### src/rtl/result_uart_reporter.sv
// ---------------------------------------------------------------------------
// result_uart_reporter
//
// Purpose:
//   Sends a snapshot of processor status to the host PC as one ASCII line over
//   UART TX. A one-cycle request latches the FSM state, the ALU left/right
//   nibbles and the negative flag. The block then serialises the 8-character
//   line  'S', HEX(state), ' ', SIGN, HEX(left), HEX(right), CR, LF.
//
// Configuration macro:
//   REPORT_PARITY_EN  - when defined, an even-parity bit follows d7 of every
//                       character (8E1). When undefined the frame is 8N1.
//
// Parameters:
//   CLKS_PER_BIT      - clock cycles per UART bit (2..65535)
//
// Ports:
//   i_Clk       in   system clock, all logic on posedge
//   i_Rst_L     in   synchronous active-low reset
//   i_Send      in   one-cycle request, honoured only while o_Busy is low
//   i_State     in   [3:0] FSM state to report
//   i_Left      in   [3:0] ALU left result nibble
//   i_Right     in   [3:0] ALU right result nibble
//   i_Negative  in   ALU negative flag
//   o_Tx        out  UART serial line, LSB first, idle high
//   o_Busy      out  high while a line is being transmitted
//   o_Done      out  one-cycle pulse after the last stop bit of the line
// ---------------------------------------------------------------------------
module result_uart_reporter #(
    parameter int CLKS_PER_BIT = 217
) (
    input  logic       i_Clk,
    input  logic       i_Rst_L,
    input  logic       i_Send,
    input  logic [3:0] i_State,
    input  logic [3:0] i_Left,
    input  logic [3:0] i_Right,
    input  logic       i_Negative,
    output logic       o_Tx,
    output logic       o_Busy,
    output logic       o_Done
);

    localparam logic [2:0] S_IDLE   = 3'd0;
    localparam logic [2:0] S_START  = 3'd1;
    localparam logic [2:0] S_DATA   = 3'd2;
`ifdef REPORT_PARITY_EN
    localparam logic [2:0] S_PARITY = 3'd3;
`endif
    localparam logic [2:0] S_STOP   = 3'd4;
    localparam logic [2:0] S_DONE   = 3'd5;

    localparam logic [15:0] BAUD_LAST = 16'(CLKS_PER_BIT - 1);

    logic [2:0]  state_q, state_d;
    logic [15:0] baudCnt_q, baudCnt_d;
    logic [2:0]  bitIdx_q, bitIdx_d;
    logic [2:0]  charIdx_q, charIdx_d;
    logic [3:0]  snapState_q, snapState_d;
    logic [3:0]  snapLeft_q, snapLeft_d;
    logic [3:0]  snapRight_q, snapRight_d;
    logic        snapNeg_q, snapNeg_d;
    logic        tx_q, tx_d;
    logic        busy_q, busy_d;
    logic        done_q, done_d;

    logic        bitTick;
    logic        accept;
    logic [7:0]  curChar;

    function automatic logic [7:0] hexAscii(input logic [3:0] n);
        if (n < 4'd10) begin
            return {4'h3, n};
        end
        return 8'h37 + {4'h0, n};
    endfunction

    function automatic logic [7:0] lineChar(
        input logic [2:0] idx,
        input logic [3:0] st,
        input logic [3:0] lf,
        input logic [3:0] rt,
        input logic       neg
    );
        logic [7:0] c;
        case (idx)
            3'd0:    c = 8'h53;
            3'd1:    c = hexAscii(st);
            3'd2:    c = 8'h20;
            3'd3:    c = neg ? 8'h2D : 8'h2B;
            3'd4:    c = hexAscii(lf);
            3'd5:    c = hexAscii(rt);
            3'd6:    c = 8'h0D;
            default: c = 8'h0A;
        endcase
        return c;
    endfunction

    // Next-state logic. Outputs are decoded from the *next* state so that they
    // can be registered without adding a cycle of latency: the start bit is on
    // the line the cycle right after acceptance. busy_q is low in both IDLE and
    // DONE, which is what lets a request arriving alongside o_Done start the
    // next line without an idle bit.
    always_comb begin
        state_d     = state_q;
        baudCnt_d   = baudCnt_q;
        bitIdx_d    = bitIdx_q;
        charIdx_d   = charIdx_q;
        snapState_d = snapState_q;
        snapLeft_d  = snapLeft_q;
        snapRight_d = snapRight_q;
        snapNeg_d   = snapNeg_q;
        tx_d        = 1'b1;
        busy_d      = 1'b0;
        done_d      = 1'b0;

        bitTick = (baudCnt_q == BAUD_LAST);
        accept  = i_Send && !busy_q;

        case (state_q)
            S_IDLE, S_DONE: begin
                if (accept) begin
                    state_d     = S_START;
                    baudCnt_d   = 16'd0;
                    bitIdx_d    = 3'd0;
                    charIdx_d   = 3'd0;
                    snapState_d = i_State;
                    snapLeft_d  = i_Left;
                    snapRight_d = i_Right;
                    snapNeg_d   = i_Negative;
                end else begin
                    state_d = S_IDLE;
                end
            end
            S_START: begin
                if (bitTick) begin
                    baudCnt_d = 16'd0;
                    bitIdx_d  = 3'd0;
                    state_d   = S_DATA;
                end else begin
                    baudCnt_d = baudCnt_q + 16'd1;
                end
            end
            S_DATA: begin
                if (bitTick) begin
                    baudCnt_d = 16'd0;
                    if (bitIdx_q == 3'd7) begin
`ifdef REPORT_PARITY_EN
                        state_d = S_PARITY;
`else
                        state_d = S_STOP;
`endif
                    end else begin
                        bitIdx_d = bitIdx_q + 3'd1;
                    end
                end else begin
                    baudCnt_d = baudCnt_q + 16'd1;
                end
            end
`ifdef REPORT_PARITY_EN
            S_PARITY: begin
                if (bitTick) begin
                    baudCnt_d = 16'd0;
                    state_d   = S_STOP;
                end else begin
                    baudCnt_d = baudCnt_q + 16'd1;
                end
            end
`endif
            S_STOP: begin
                if (bitTick) begin
                    baudCnt_d = 16'd0;
                    if (charIdx_q == 3'd7) begin
                        state_d = S_DONE;
                    end else begin
                        charIdx_d = charIdx_q + 3'd1;
                        state_d   = S_START;
                    end
                end else begin
                    baudCnt_d = baudCnt_q + 16'd1;
                end
            end
            default: begin
                state_d = S_IDLE;
            end
        endcase

        curChar = lineChar(charIdx_d, snapState_d, snapLeft_d, snapRight_d, snapNeg_d);

        case (state_d)
            S_START: begin
                tx_d   = 1'b0;
                busy_d = 1'b1;
            end
            S_DATA: begin
                tx_d   = curChar[bitIdx_d];
                busy_d = 1'b1;
            end
`ifdef REPORT_PARITY_EN
            S_PARITY: begin
                tx_d   = ^curChar;
                busy_d = 1'b1;
            end
`endif
            S_STOP: begin
                tx_d   = 1'b1;
                busy_d = 1'b1;
            end
            S_DONE: begin
                done_d = 1'b1;
            end
            default: begin
                tx_d = 1'b1;
            end
        endcase
    end

    // State and output registers; reset aborts any frame in flight.
    always_ff @(posedge i_Clk) begin
        if (!i_Rst_L) begin
            state_q     <= S_IDLE;
            baudCnt_q   <= 16'd0;
            bitIdx_q    <= 3'd0;
            charIdx_q   <= 3'd0;
            snapState_q <= 4'd0;
            snapLeft_q  <= 4'd0;
            snapRight_q <= 4'd0;
            snapNeg_q   <= 1'b0;
            tx_q        <= 1'b1;
            busy_q      <= 1'b0;
            done_q      <= 1'b0;
        end else begin
            state_q     <= state_d;
            baudCnt_q   <= baudCnt_d;
            bitIdx_q    <= bitIdx_d;
            charIdx_q   <= charIdx_d;
            snapState_q <= snapState_d;
            snapLeft_q  <= snapLeft_d;
            snapRight_q <= snapRight_d;
            snapNeg_q   <= snapNeg_d;
            tx_q        <= tx_d;
            busy_q      <= busy_d;
            done_q      <= done_d;
        end
    end

    assign o_Tx   = tx_q;
    assign o_Busy = busy_q;
    assign o_Done = done_q;

endmodule

### config.mk
export PLATFORM = sky130hd
export DESIGN_NAME = result_uart_reporter
export DESIGN_NICKNAME = d
export VERILOG_FILES = /design/src/rtl/result_uart_reporter.sv
export SDC_FILE = /design/constraint.sdc
export NUM_CORES = 1
export LEC_CHECK = 0
export BUFFER_PORTS_ARGS = -buffer_cell sky130_fd_sc_hd__buf_4
export CORE_AREA = 5 5 78 80
export DETAILED_ROUTE_END_ITERATION = 16
export DIE_AREA = 0 0 83 85
export GPL_TIMING_DRIVEN = 1
export PLACE_DENSITY = 0.85
export SETUP_SLACK_MARGIN = 0.4
export SLEW_MARGIN = 20
export SYNTH_ARGS = -nofsm -noshare
export SYNTH_HDL_FRONTEND = slang
export SYNTH_SLANG_ARGS = --single-unit
### constraint.sdc
create_clock -name i_Clk -period 3.7 [get_ports i_Clk]
set_clock_uncertainty 0.05 [all_clocks]
set_input_delay 0.555 -clock i_Clk [delete_from_list [all_inputs] [get_ports i_Clk]]
set_output_delay 0.555 -clock i_Clk [all_outputs]
set_load 0.01 [all_outputs]
==> results of run 1 <==
==> timing repair <==
| action | in CTS | in global routing |
|---|---|---|
| buffers inserted | 0 | 1 |
| hold buffers | 0 | 0 |
| pin swaps | 0 | 1 |
| hold endpoints to repair | 0 | 0 |
| endpoints found under the setup margin | 1 | 1 |
| resized for setup | 2 | 7 |
==> logic make-up after synthesis <==
group	Yosys count	share of synthesized area, %
buffers and inverters	27	4.14
multiplexers	12	4.32
AO/OA/AOI/OAI	93	24.1
flip-flops	41	29.5
AND/OR/NAND/NOR	147	28.8
XOR/XNOR	19	5.98
adder cells (fa/ha/maj)	7	3.15
==> area by class of cell <==
type                       instances  area, um^2  share of cell area (%)
multi-input combinational        278        1900                    59.8
sequential                        41         822                    25.9
timing repair buffer              30         225                    7.11
tap                               72        90.1                    2.84
clock buffer                       5        68.8                    2.17
inverter                          11        41.3                    1.30
clock inverter                     3        25.0                   0.790
==> power by group <==
part / total (uW) / internal, uW / switching [uW]
Clock: 316 / 136 / 180
Sequential: 468 / 454 / 14.2
Combinational: 181 / 80.2 / 101
Total: 966 / 671 / 295
==> worst reg2reg max path, stage by stage (launching register included) <==
cell and delay, ps:
dfxtp_1 360, or4_1 570, or4_4 660, a32oi_1 320
nand2b_2 200, nor4_1 330, a2111oi_1 110, o31ai_1 320
o311a_1 210
==> state kept, by name, indices dropped and copies added (netlist names) <==
| register | cells |
|---|---|
| o_Tx | 1 |
| state_q | 3 |
| bitIdx_q | 3 |
| snapRight_q | 4 |
| o_Busy | 1 |
| baudCnt_q | 16 |
| snapNeg_q | 1 |
| o_Done | 1 |
| snapState_q | 4 |
| snapLeft_q | 4 |
| charIdx_q | 3 |
==> synthesized netlist by cell type, types with 8 or more instances <==
master	instances	area (um^2)
a21oi_1	18	90.1
and2_1	13	81.3
clkbuf_1	10	37.5
dfxtp_1	41	821
inv_1	11	41.3
mux2i_1	12	120
nand2_1	31	116
nand3_1	8	40.0
nor2_1	25	93.8
nor2b_1	20	125
nor3b_1	8	60.1
o21ai_0	15	75.1
xor2_1	13	114
==> through the flow <==
step	area, um^2	utilization [%]	setup WS, ps	hold slack [ps]
after global routing	3170	59.4	409	482
final	3170	59.4	521	474
after global placement	3030	56.8	246	443
after floorplan	2820	-	400	421
after detailed placement	3030	56.8	192	464
after CTS	3140	58.8	425	478
==> metal layers <==
metal	track usage (%)	share of wire, %
met2	35.3	48
met4	6.69	2.1
met1	23.4	45
met5	0	0
met3	5.53	5.6
==> worst paths after layout <==
kind / start / endpoint / cells past startpoint
setup reg to reg: baudCnt_q[12]$_SDFFE_PN0P_ / o_Tx$_SDFF_PN1_ / 8
hold reg to reg: baudCnt_q[12]$_SDFFE_PN0P_ / baudCnt_q[12]$_SDFFE_PN0P_ / 2
hold / removal: baudCnt_q[12]$_SDFFE_PN0P_ / baudCnt_q[12]$_SDFFE_PN0P_ / 2
setup / recovery: baudCnt_q[12]$_SDFFE_PN0P_ / o_Tx$_SDFF_PN1_ / 8
==> results.txt, run 1 <==
Synth warnings: 0
DPL Wire Length: 4940 um
Total of max-cap violations: 0
Biggest fanout along the worst timing path: 10
Cells after Synth: 346
CTS buffer count: 5
WP data required: 3910 ps
Critical Path Source Type: flop
WP buf/inv: 0
# setup viols final: 0
Placed cells: 431
Ys async rst share: 0%
CTS clk-pin slew, worst paths: 90 ps
Vias per cell: 6.17
Vias in the first global route: 2692
Tcrit/Tclk final: 85.9%
Routed WL: 6910 um
Max-slew headroom: 58.5%
Max-slew violation count: 0
Outcome: complete, no violations
CTS H-tree lvls: 2
Final Non-Filler Cells: 440
Skew-Pair Late Insertion Delay: 310 ps
Slew @ Worst Pin: 620 ps
Total negative slack: 0 ps
Clock Tree Root: clkbuf_8
Tmin final: 3180 ps
Row count: 27
Port bufs: 18
WS Path Type: flop to flop
Largest net degree at the start of global routing: 31
Fmax: 315 MHz
Vias: 2714
Most common cell after layout, fill and taps aside: dfxtp_1
Clk sink count: 41
Nets@finish: 390
ANT cells: 0
Layout area overhead: 13.8%
Tot Pwr: 966 uW
Die span in x: 83 um
Worst reg-to-reg setup slack: 520 ps
Core area: 5340 um^2
Clock Path Buffers: 2
Routed WL per cell: 15.7 um
Fillers: 513
Sequential-to-total area share from yosys stat: 29.5%
Lkg Pwr: 0.00123 uW
Ys flop type: dfxtp_1
Residual DRC: 0
Antenna violations before repair: 0
Avg Synthesized Cell Area: 8.04 um^2
Yosys cell types: 60
GR Util All Layers: 20.0%
Synthesized Nets: 369
Worst Setup End Kind: flop
Fraction of layout instances using a drive strength above 1: 15.8%
RSZ-0062 raised after global routing: no
Initial Utilization: 52.1%
Post-route ant nets: 0
Die Y-Extent: 85 um
Gr ovfl total: 0
Mapped Area: 2780 um^2
Placer Congestion: 0.911
Die area: 7060 um^2
Crit-path cells: or4_1 > or4_4 > a32oi_1 > nand2b_2 > nor4_1 > a2111oi_1 > o31ai_1 > o311a_1
Delay of the slowest cell on the worst path: 660 ps
Most frequent cells in the layout: dfxtp_1 (40), nand2_1 (30), buf_4 (30)
Worst hold path class: flop to flop
Total I/O pin count: 19
EDFF count, synth: 0
Seq cells post-synth: 41
CTS tree: built
First-pass GRT wire length: 12000 um
CP delay by family, top: simple AND/OR/NAND/NOR gates
Hold Vio Cnt, Final: 0
PD cells: 305 nW/um^2
DR iter-0 viols: 233
CP max-delay cell: or4_4
DRT Pass-1 Iters: 5
Crit path DAT: 3390 ps
Max VDD drop: 0.190 mV
Power figures use the tool's default switching activity.
==> run 2, diff against run 1 <==
--- a/config.mk
+++ b/config.mk
@@ -6,11 +6,12 @@
 export NUM_CORES = 1
 export LEC_CHECK = 0
 export BUFFER_PORTS_ARGS = -buffer_cell sky130_fd_sc_hd__buf_4
-export CORE_AREA = 5 5 78 80
+export CORE_AREA = 5 5 75 77
+export CTS_BUF_LIST = sky130_fd_sc_hd__clkbuf_4 sky130_fd_sc_hd__clkbuf_8
 export DETAILED_ROUTE_END_ITERATION = 16
-export DIE_AREA = 0 0 83 85
+export DIE_AREA = 0 0 80 82
 export GPL_TIMING_DRIVEN = 1
-export PLACE_DENSITY = 0.85
+export PLACE_DENSITY = 0.88
 export SETUP_SLACK_MARGIN = 0.4
 export SLEW_MARGIN = 20
 export SYNTH_ARGS = -nofsm -noshare
==> constraint.sdc (replaced) <==
create_clock -name i_Clk -period 3.4 [get_ports i_Clk]
set_clock_uncertainty 0.05 [all_clocks]
set_input_delay 0.51 -clock i_Clk [delete_from_list [all_inputs] [get_ports i_Clk]]
set_output_delay 0.51 -clock i_Clk [all_outputs]
set_load 0.01 [all_outputs]
==> run 2 against run 1 <==
  * Hold slack got worse by 27 ps
  * Die area decreased by 7.0%
  * Critical path depth unchanged
  * Combinational power increased by 21%
  * Worst setup slack got worse by 170 ps
  * Register-to-register slack got worse by 170 ps
  * Sequential power increased by 8.3%
  * Sequential share of layout area decreased by 1.3 points
  * Critical endpoint unchanged
==> results.txt, run 2 (synthesis gave the netlist of run 1 again) <==
Outcome: complete, no violations
Port bufs: 18
Fraction of layout instances using a drive strength above 1: 20.7%
Fmax: 328 MHz
Hold Vio Cnt, Final: 0
Post-route cell area: 3330 um^2
Post-route ant nets: 0
DR iter-0 viols: 195
Tcrit/Tclk final: 89.7%
RSZ-0062 raised after global routing: yes
DP Worst Slack: 118 ps
Die area: 6560 um^2
CTS buffer count: 5
Vias per cell: 6.15
Worst hold path class: primary input to flop
Hold WS: 447 ps
Die Y-Extent: 82 um
Crit path DAT: 3190 ps
Placer Congestion: 1.02
Critical Path Source Type: flop
Lkg Pwr: 0.00130 uW
Largest net degree at the start of global routing: 31
Biggest fanout along the worst timing path: 9
Fillers: 429
Worst Setup End Kind: flop
Clock Tree Root: clkbuf_8
Routed WL per cell: 16.1 um
DRT Pass-1 Iters: 5
Final Non-Filler Cells: 451
Vias in the first global route: 2571
DPL Wire Length: 5150 um
Antenna violations before repair: 0
CTS tree: built
GR Util All Layers: 22.8%
Total I/O pin count: 19
WS Path Type: flop to flop
Total of max-cap violations: 0
Biggest register: baudCnt_q
Skew-Pair Late Insertion Delay: 310 ps
Die span in x: 80 um
Slew @ Worst Pin: 539 ps
Placed Area: 3100 um^2
Most common cell after layout, fill and taps aside: buf_4
CTS H-tree lvls: 2
Placed cells: 438
Vias: 2773
Max-slew violation count: 0
Clock Path Buffers: 2
Max reg flops: 16
Routed WL: 7250 um
Total negative slack: 0 ps
Layout area overhead: 19.8%
Max VDD drop: 0.245 mV
CTS clk-pin slew, worst paths: 90 ps
CTS Hold Buffers Added: 0
Nets@finish: 403
Most frequent cells in the layout: buf_4 (41), dfxtp_1 (39), nand2_1 (30)
Tmin final: 3050 ps
ANT cells: 0
Core area: 4940 um^2
Final worst slack: 351 ps
First-pass GRT wire length: 11800 um
PD cells: 363 nW/um^2
Max-slew headroom: 63.9%
Row count: 26
Initial Utilization: 56.3%
Residual DRC: 0
# setup viols final: 0
WP data required: 3540 ps
Gr ovfl total: 0
Clk sink count: 41
==> run 2: cell types whose count changed in the layout (fill, tap and decap cells not counted), sizes merged <==
| cell | before | now |
|---|---|---|
| nor2 | 25 | 26 |
| clkinvlp | 1 | 0 |
| buf | 30 | 42 |
| bufinv | 0 | 2 |
| clkinv | 1 | 0 |
==> run 2: per-stage QoR <==
stage,total power [uW],util (%)
floorplan,649,-
global placement,714,62.7
detailed placement,719,62.7
CTS,1200,66.3
global route,1260,67.4
finish,1210,67.4
==> run 2: worst max-delay path: stages (launching register included) <==
cell and delay (ps):
dfxtp_2 360, or4_4 550, or4_4 580, o2bb2ai_2 390, or2_2 190, o31ai_1 60
a2111oi_0 480, o31ai_1 150, o311a_1 120
==> run 2: final timing paths <==
check | from | to | slack [ps] | depth (start not counted)
worst max-delay path | baudCnt_q[12]$_SDFFE_PN0P_ | o_Tx$_SDFF_PN1_ | 350 | 8
worst min-delay path | i_Right[2] | snapRight_q[2]$_SDFF_PN0_ | 450 | 3
worst max register to register | baudCnt_q[12]$_SDFFE_PN0P_ | o_Tx$_SDFF_PN1_ | 350 | 8
worst min register to register | baudCnt_q[15]$_SDFFE_PN0P_ | baudCnt_q[15]$_SDFFE_PN0P_ | 480 | 2
==> run 2: layout make-up <==
cell class	instances	area (um^2)	share of cell area, %
clock buffers	5	68.8	2.06
clock inverters	3	68.8	2.06
inverters	11	41.3	1.24
multi-input cells	279	1930	57.7
flip-flops and latches	41	823	24.7
well taps	70	87.6	2.63
repair buffers	42	319	9.57
==> run 2: power breakdown <==
| group | switching [uW] | internal, uW |
|---|---|---|
| Sequential | 12.8 | 494 |
| Combinational | 118 | 100 |
| Clock | 188 | 296 |
| Total | 319 | 890 |
==> run 2: metal layers <==
layer | up-vias | GRT usage (%) | share of wire, %
li1 | 1343 | - | -
met1 | 1285 | 28.2 | 43
met2 | 124 | 40.3 | 48
met3 | 21 | 3.73 | 6.5
met4 | 0 | 7.77 | 2.4
met5 | - | 0 | 0
==> run 2: what timing repair did <==
item	in CTS	in global routing
pin swaps	3	5
cloned	1	0
setup endpoints to repair	1	1
setup buffers	2	2
resized for setup	6	11
